$ cat src/rtl/pe_pkg.sv
// Shared types for the PE weight-load path.
// Holds the sequencer state encoding.
package pe_pkg;

  typedef enum logic [1:0] {
    IDLE = 2'd0,
    LOAD = 2'd1,
    DONE = 2'd2
  } pe_wls_state_e;

endpackage

$ cat src/rtl/pe_weight_load_sequencer.sv
// Streams a burst of weight words into a PE register bank,
// driving binary write address/enable for pe_binary_decoder.
module pe_weight_load_sequencer
  import pe_pkg::*;
#(
  parameter int ADDR_WIDTH = 3,
  parameter int DATA_WIDTH = 8
) (
  input  logic                  clk,
  input  logic                  rst_n,
  input  logic                  start,
  input  logic [ADDR_WIDTH:0]   len,
  input  logic                  abort,
  input  logic                  in_valid,
  input  logic [DATA_WIDTH-1:0] in_data,
  output logic                  in_ready,
  output logic [ADDR_WIDTH-1:0] wr_addr,
  output logic                  wr_en,
  output logic [DATA_WIDTH-1:0] wr_data,
  output logic                  busy,
  output logic                  done
);

  localparam int unsigned DEPTH = 1 << ADDR_WIDTH;
  localparam logic [ADDR_WIDTH:0] MAXLEN = DEPTH[ADDR_WIDTH:0];

  pe_wls_state_e state;
  logic [ADDR_WIDTH:0] cnt;
  logic [ADDR_WIDTH:0] len_q;
  logic [ADDR_WIDTH:0] len_c;
  logic beat;
  logic last;

  // Oversized lengths load the whole bank once.
  assign len_c = (len > MAXLEN) ? MAXLEN : len;

  assign in_ready = (state == LOAD) && !abort;
  assign busy     = (state != IDLE);
  assign done     = (state == DONE) && !abort;
  assign beat     = in_valid && in_ready;
  assign last     = ((cnt + 1'b1) == len_q);

  always_ff @(posedge clk or negedge rst_n) begin
    if (!rst_n) begin
      state   <= IDLE;
      cnt     <= '0;
      len_q   <= '0;
      wr_en   <= 1'b0;
      wr_addr <= '0;
      wr_data <= '0;
    end else begin
      wr_en <= 1'b0;
      unique case (state)
        IDLE: begin
          if (start && !abort) begin
            len_q <= len_c;
            cnt   <= '0;
            state <= (len_c == '0) ? DONE : LOAD;
          end
        end
        LOAD: begin
          if (abort) begin
            state <= IDLE;
          end else if (beat) begin
            wr_en   <= 1'b1;
            wr_addr <= cnt[ADDR_WIDTH-1:0];
            wr_data <= in_data;
            cnt     <= cnt + 1'b1;
            if (last) state <= DONE;
          end
        end
        DONE: state <= IDLE;
        default: state <= IDLE;
      endcase
    end
  end

endmodule

$ cat config.mk
export PLATFORM = sky130hd
export DESIGN_NAME = pe_weight_load_sequencer
export DESIGN_NICKNAME = d
export VERILOG_FILES = /design/src/rtl/pe_pkg.sv /design/src/rtl/pe_weight_load_sequencer.sv
export SDC_FILE = /design/constraint.sdc
export NUM_CORES = 1
export LEC_CHECK = 0
export BUFFER_PORTS_ARGS = -buffer_cell sky130_fd_sc_hd__buf_2
export CAP_MARGIN = 20
export CORE_UTILIZATION = 50
export DETAILED_ROUTE_END_ITERATION = 12
export GPL_TIMING_DRIVEN = 0
export PLACE_DENSITY = 0.77
export SLEW_MARGIN = 20
export SYNTH_ARGS = -nofsm -noshare
export SYNTH_HDL_FRONTEND = slang
export SYNTH_SLANG_ARGS = --single-unit
$ cat constraint.sdc
create_clock -name clk -period 2.6 [get_ports clk]
set_input_delay 0.13 -clock clk [delete_from_list [all_inputs] [get_ports clk]]
set_output_delay 0.13 -clock clk [all_outputs]
set_load 0.01 [all_outputs]
## Word level (Yosys, flattened, before mapping)

Cells that the tools add are included.

- Output and inout port bits: 15
- Register bits after elaboration: 22
- Word-level logic and storage cells: 44
- Input port bits: 17

- Muxes and demuxes: 14
- Reduce and logical (&&, ||, !) cells: 13
- Bitwise operators: 1
- Magnitude comparators: 1
- Add/sub/neg operators: 1
- Equality and inequality tests: 8

Operator list:

| kind | number |
|---|---|
| $mux 4 | 4 |
| $mux 2 | 5 |
| $pmux 4 s2 | 1 |
| $ne 2x2->1 const B | 3 |
| $ne 3x3->1 const B | 2 |
| $reduce_and 3->1 | 2 |
| $add 4x1->4 const B | 1 |
| $eq 4x4->1 | 1 |
| $gt 4x4->1 const B | 1 |
| $logic_and 1x1->1 | 4 |
| $logic_not 4->1 | 1 |
| $pmux 2 s2 | 1 |
| $reduce_and 4->1 | 1 |
| $reduce_bool 2->1 | 2 |
| $mux 1 | 3 |
| $eq 2x1->1 const B | 1 |
| $eq 2x2->1 const B | 1 |
| $logic_not 2->1 | 1 |
| $reduce_and 2->1 | 1 |
| $logic_not 1->1 | 1 |
| $not 1->1 | 1 |

## Longest topological paths before layout

Gate-level depths: netlist of run 1.

- Depth in word-level cells: 6
- Gate-level depth with buffers: 6
- Gate-level depth less buffers: 5

## Least setup slack after synthesis of run 1

Ideal clock, no wire load.

- Path kind: register to register
- Start: register state[0]
- End: register len_q[3]
- Data required time: 2475 ps
- Buffers on the path: 1
- Library setup time: 125 ps
- Arrival time: 1341 ps
- Stages on the path, launching flop included: 4
- Clock period less this slack: 1466 ps
- Slack: 1134 ps
- Cells stage by stage: dfrtp_1 or4b_4 buf_6 mux2_4

- Cells in the longest elaborated chain, start to end: 2

RTL lines:

| element | RTL line | text |
|---|---|---|
| start: declaration | pe_weight_load_sequencer.sv:27 | `pe_wls_state_e state;` |
| start signal: assignment | pe_weight_load_sequencer.sv:58 | `state <= (len_c == '0) ? DONE : LOAD;` |
| $logic_not 2->1 | pe_weight_load_sequencer.sv:53 | `unique case (state)` |
| $reduce_and 2->1 (no source line) | - |  |
| end signal: assignment | pe_weight_load_sequencer.sv:56 | `len_q <= len_c;` |
| end: declaration | pe_weight_load_sequencer.sv:29 | `logic [ADDR_WIDTH:0] len_q;` |

No other way between the ends.
A chain may end at the register's enable or synchronous reset.

## Worst setup path after layout of run 1

- Start: register cnt[0]
- End: register state[1]

- Cells in the longest elaborated chain, start to end: 4

RTL lines:

| element | RTL line | text |
|---|---|---|
| start: declaration | pe_weight_load_sequencer.sv:28 | `logic [ADDR_WIDTH:0] cnt;` |
| start signal: assignment | pe_weight_load_sequencer.sv:68 | `cnt <= cnt + 1'b1;` |
| $add 4x1->4 | pe_weight_load_sequencer.sv:41 | `assign last = ((cnt + 1'b1) == len_q);` |
| $eq 4x4->1 | pe_weight_load_sequencer.sv:41 |  |
| $ne 3x3->1 (no source line) | - |  |
| $reduce_and 3->1 (no source line) | - |  |

No other way between the ends.

==> results of run 1 <==
==> layout make-up <==
cell class | instances | area, µm² | share of cell area, %
Multi-Input combinational cell | 75 | 410 | 33.9
Buffer | 4 | 23.8 | 1.96
Tap cell | 25 | 31.3 | 2.58
Timing Repair Buffer | 32 | 165 | 13.6
Sequential cell | 22 | 551 | 45.5
Inverter | 2 | 7.51 | 0.620
Clock buffer | 3 | 22.5 | 1.86
==> metrics by stage <==
step,std cells,worst slack [ns],power (mW)
2_1_floorplan,103,1.13,0.676
3_3_place_gp,159,1.10,0.787
3_5_place_dp,159,1.07,0.799
4_1_cts,163,1.04,0.947
5_1_grt,163,0.950,1.01
6_report,163,1.05,0.935
==> registers in the layout, indices dropped and copies added (netlist names) <==
signal and count:
len_q 4, wr_addr 3, cnt 4, state 2, wr_en 1, wr_data 8
==> how the worst max path moves through the flow <==
stage                         from  endpoint  slack (ns)  cells after the start
after global placement    state[0]  len_q[3]        1.10                      3
after floorplan           state[0]  len_q[3]        1.13                      3
after global routing        cnt[0]  state[1]        0.95                      5
after detailed placement    cnt[0]  state[1]        1.07                      5
final                       cnt[0]  state[1]        1.05                      5
after CTS                   cnt[0]  state[1]        1.04                      5
==> metal layers <==
metal | track usage (%) | routed length (µm)
met1 | 24.7 | 807
met3 | 3.53 | 53
met5 | 0 | 0
met2 | 33.3 | 928
met4 | 7.06 | 10
==> logic make-up (layout without fill, tap and decap cells) <==
group | count (synthesis) | count (layout) | share of synthesized area (%)
simple gates | 57 | 57 | 26.4
flops | 22 | 22 | 55.5
compound gates | 10 | 10 | 5.55
xor+xnor | 6 | 6 | 6.68
buf+inv | 6 | 41 | 3.15
fa+ha+maj | 1 | 1 | 1.26
mux | 1 | 1 | 1.51
==> report_power, final <==
group	internal (mW)	leakage [nW]	switching (mW)
registers	0.435	0.288	0.0568
clock network	0.0538	0.0138	0.0929
logic	0.143	0.395	0.153
total	0.632	0.697	0.303
==> worst max-delay path: stages (launching register included) <==
cell and delay, ns:
dfrtp_1 0.46, ha_1 0.35, xor2_1 0.17, nor2_1 0.07, a41o_1 0.22, and3b_1 0.18
==> cells in the final DEF, fill, tap and decap left out <==
cell type and n:
and2_2 1, inv_1 2, clkbuf_4 3, xnor2_1 3, a21oi_1 1, nor4_1 1, nor2_1 3, buf_6 1
o21ai_0 6, nand4bb_1 1, clkbuf_1 2, nor3b_1 1, a41o_1 1, dlygate4sd3_1 1, nand3_1 2, nand2b_1 3
and3b_1 1, dfrtp_1 22, nand2_1 41, xor2_1 2, or2_2 1, o21ai_1 2, xnor3_1 1, ha_1 1
or4b_4 1, and3_1 1, mux2_4 1, buf_2 32
==> results.cfg, run 1 <==
[sta]
post-route-min-period_ns = 1.55
slew_headroom_pct = 68.7
setup_viol = 0
drv_slew = 0
holdWs_ns = 0.0198
finClkSkew_ns = 0.00617
final.setup.tns_ns = 0
hold_violations = 0
min_period_over_period_pct = 59.5
fmax_mhz = 646
worst_pin_slew_ns = 0.470
rsz0062_at_grt = false

[logic_synthesis]
async_flop_share_pct = 100
ys_seq_elements = 22
yosysSeqAreaShare_pct = 55.5
syn_nets = 121
netlist_top_cells_count = nand2_1, dfrtp_1, o21ai_0
syn_area_um2 = 992
yosysMostFrequentCell = nand2_1
synth_top_area_share_pct = 55.5
netlist_top_cells_area = dfrtp_1, nand2_1, o21ai_0
ys.flop_type = dfrtp_1
ys_warn_count = 0
avgSynthCellArea_um2 = 9.63
synth.distinct_cells = 26
syn_inst = 103
yosysTopAreaCell = dfrtp_1
synth_edf_count = 0

[final_layout]
syn2layout_area_growth_pct = 22.1
layout.nets = 158
drive_above_1_share_pct = 29.0
fin_area_um2 = 1210
nFillCells = 164
post-route-util_pct = 67.2
diodes = 0

[floorplan]
row_count = 15
coreArea_um2 = 1800
die_h_um = 46.5
die_w_um = 46.5
io_pins = 32
initial_core_util_pct = 55.1
dieArea_um2 = 2170

[clock_tree]
htreeDepth = 1
cts_tree = yes
post_cts_buffers = 0
clock-sinks = 22
hold_buffers = 1
ctsResizeCount = 0
cts_max_path_buffers = 2
clk_pin_slew_ns = 0.11
clock_latency_ns = 0.29
numCtsBuffers = 3
cts-root-buf = clkbuf_4

[global_routing]
track_usage_pct = 19.7
grt_first_pass_wirelength_um = 2960
first_global_vias = 722
antenna_found_initial = 0
grt.overflow.total = 0
grt_max_degree = 23

[place]
dp_hpwl_um = 1420
port_buffers = 31
gp_congestion = 0.727
placed_cell_area_um2 = 1180

[routing]
drt_first_pass_iters = 2
routedWlPerCell_um = 11.0
drc_errors = 0
drtAntennaViolNets = 0
vias = 802
first_iter_violations = 2
viasPerCell = 4.92
wl_um = 1800

[pwr]
p_leak_nw = 0.697
peakVddDrop_mv = 0.575
power_density_nw_per_um2 = 772

[hold_path]
hold_depth = 3
hp-class = in2reg
whs_endpoint = wr_data[4]
holdCritStartpoint = in_data[4]

[worst_setup_path]
worstPathRequired_ns = 2.80
r2r_slack_ns = 1.05
cp.arrival_ns = 1.74
cp-start-kind = flop
reg2reg_from = cnt[0]
cp_max_fo = 6
endpoint_kind = flop
ff2ff_path_depth = 5
worstSetupPathType = reg2reg
rr_endpoint = state[1]

[outcome]
status = finished, final reports clean

[run]
drv_cap = 0
(Power assumes the default switching activity.)
==> inputs of run 2 (changes only) <==
- CORE_UTILIZATION: 50 -> 44
- PLACE_DENSITY: 0.77 -> 0.71
- clock period: 2.6 -> 1.41 ns (I/O delays scaled with it)
==> results.cfg, run 2 (same netlist as run 1, synthesis figures left out) <==
[global_routing]
grt_max_degree = 23
grt_first_pass_wirelength_um = 3500
antenna_found_initial = 0
track_usage_pct = 19.4
grt.overflow.total = 0
first_global_vias = 823

[worst_setup_path]
r2r_slack_ns = -0.1
worstPathRequired_ns = 1.60
cp_max_fo = 7
path_buf_inv = 1
slowest_delay_ns = 0.55
reg2reg_from = state[1]
cp_num_cells = 3
cp.arrival_ns = 1.70
worstSetupPathType = reg2reg
ff2ff_path_depth = 3
cp-start-kind = flop
crit_slowest_cell = or4b_4
cpLargestDelayFamily = simple AND/OR/NAND/NOR gates
rr_endpoint = len_q[3]
endpoint_kind = flop
cp_cell_sequence = or4b_4 > buf_6 > mux2_4

[floorplan]
die_w_um = 49.5
dieArea_um2 = 2450
row_count = 16
coreArea_um2 = 2040
initial_core_util_pct = 48.6
die_h_um = 49.5
io_pins = 32

[sta]
fmax_mhz = 664
finClkSkew_ns = 0.000880
drv_slew = 0
final.setup.tns_ns = -0.273
min_period_over_period_pct = 107
fin_ws_ns = -0.0957
rsz0062_at_grt = true
setup_viol = 5
post-route-min-period_ns = 1.51
hold_violations = 0
slew_headroom_pct = 68.3
worst_pin_slew_ns = 0.475

[routing]
first_iter_violations = 5
drt_first_pass_iters = 3
wl_um = 2010
viasPerCell = 4.65
routedWlPerCell_um = 11.1
vias = 841
drtAntennaViolNets = 0
drc_errors = 0

[final_layout]
regArea_um2 = 551
largest_register_ffs = 8
syn2layout_area_growth_pct = 41.6
layout_commonest_cell = nand2_1
multiInputGateArea_um2 = 442
mostFrequentLayoutCells = nand2_1, buf_2, dfrtp_1
drive_above_1_share_pct = 35.7
layout.nets = 174
diodes = 0
largest_registers = wr_data: 8 flops, cnt: 4 flops, len_q: 4 flops
nFillCells = 171
top_register = wr_data

[place]
dp_hpwl_um = 1330
gp_congestion = 0.748
port_buffers = 31
post-place-ws_ns = -0.0986

[clock_tree]
htreeDepth = 1
cts-root-buf = clkbuf_4
cts_tree = yes
clock_latency_ns = 0.29
cts_max_path_buffers = 2
numCtsBuffers = 3
clk_pin_slew_ns = 0.11
clock-sinks = 22

[pwr]
switchingPower_mw = 0.587
peakVddDrop_mv = 0.757
power.clock.fraction_pct = 14.6
combPwrFrac_pct = 35.8
internal_power_mw = 1.25
finalPower_mw = 1.84
switching_share_pct = 32.0
p_leak_nw = 0.775
power_density_nw_per_um2 = 1310
p_seq_share_pct = 49.6

[hold_path]
whs_endpoint = len_q[1]
holdCritStartpoint = len[1]
hp-class = in2reg
hold_depth = 3

[run]
drv_cap = 0

[outcome]
violations = negative setup slack
status = finished, violations left
-- run 2: changes by cell type in the layout (fill, tap and decap cells not counted), sizes merged --
cell,delta
buf,+8
clkbuf,-1
dlygate4sd3,+9
-- run 2: per-layer routing --
metal	wire length (µm)	vias up	global-route usage, %
met5	0	-	0
met4	58	0	10.5
met3	95	6	4.01
met2	948	27	34.2
met1	908	372	21.8
li1	-	436	-
-- run 2: power by group through the flow --
stage                     Clock, mW  Combinational [mW]  Sequential [mW]
final                         0.268               0.658            0.910
after global placement            0               0.535            0.916
after floorplan                   0               0.268            0.978
after global routing          0.307               0.735            0.938
after CTS                     0.279               0.634            0.902
after detailed placement          0               0.544            0.928
-- run 2: metrics by stage --
stage	instances	utilization [%]	hold slack (ns)	cell area, µm²
finish	181	68.8	0.0104	1410
floorplan	103	-	-0.225	992
CTS	179	66.4	0.0142	1360
detailed placement	161	57.8	0.0590	1180
global route	181	68.8	0.0138	1410
global placement	161	57.8	0.0517	1180
-- run 2: how the worst max path moves through the flow --
stage,from,to,slack [ns]
after floorplan,state[1],len_q[3],-0.05
after global placement,state[1],len_q[3],-0.09
after detailed placement,state[1],len_q[3],-0.1
after CTS,state[1],len_q[3],-0.07
after global routing,state[1],len_q[3],-0.12
final,state[1],len_q[3],-0.1
-- run 2: layout make-up --
cell class / count / share of cell area (%)
clock buffers: 3 / 1.60
multi-input cells: 75 / 31.4
inverters: 2 / 0.534
plain buffers: 3 / 1.69
flip-flops and latches: 22 / 39.2
well taps: 27 / 2.40
repair buffers: 49 / 23.2
-- run 2: worst reg2reg max path, cell delays in order (launching register included) --
cell and delay (ns):
dfrtp_1 0.42, or4b_4 0.55, buf_6 0.15, mux2_4 0.28
-- run 2: timing repair --
item,CTS,global route
buffers inserted,7,1
gates resized for setup,5,10
pin swaps,6,2
hold endpoints to repair,30,1
endpoints found under the setup margin,16,19
hold buffers,9,1
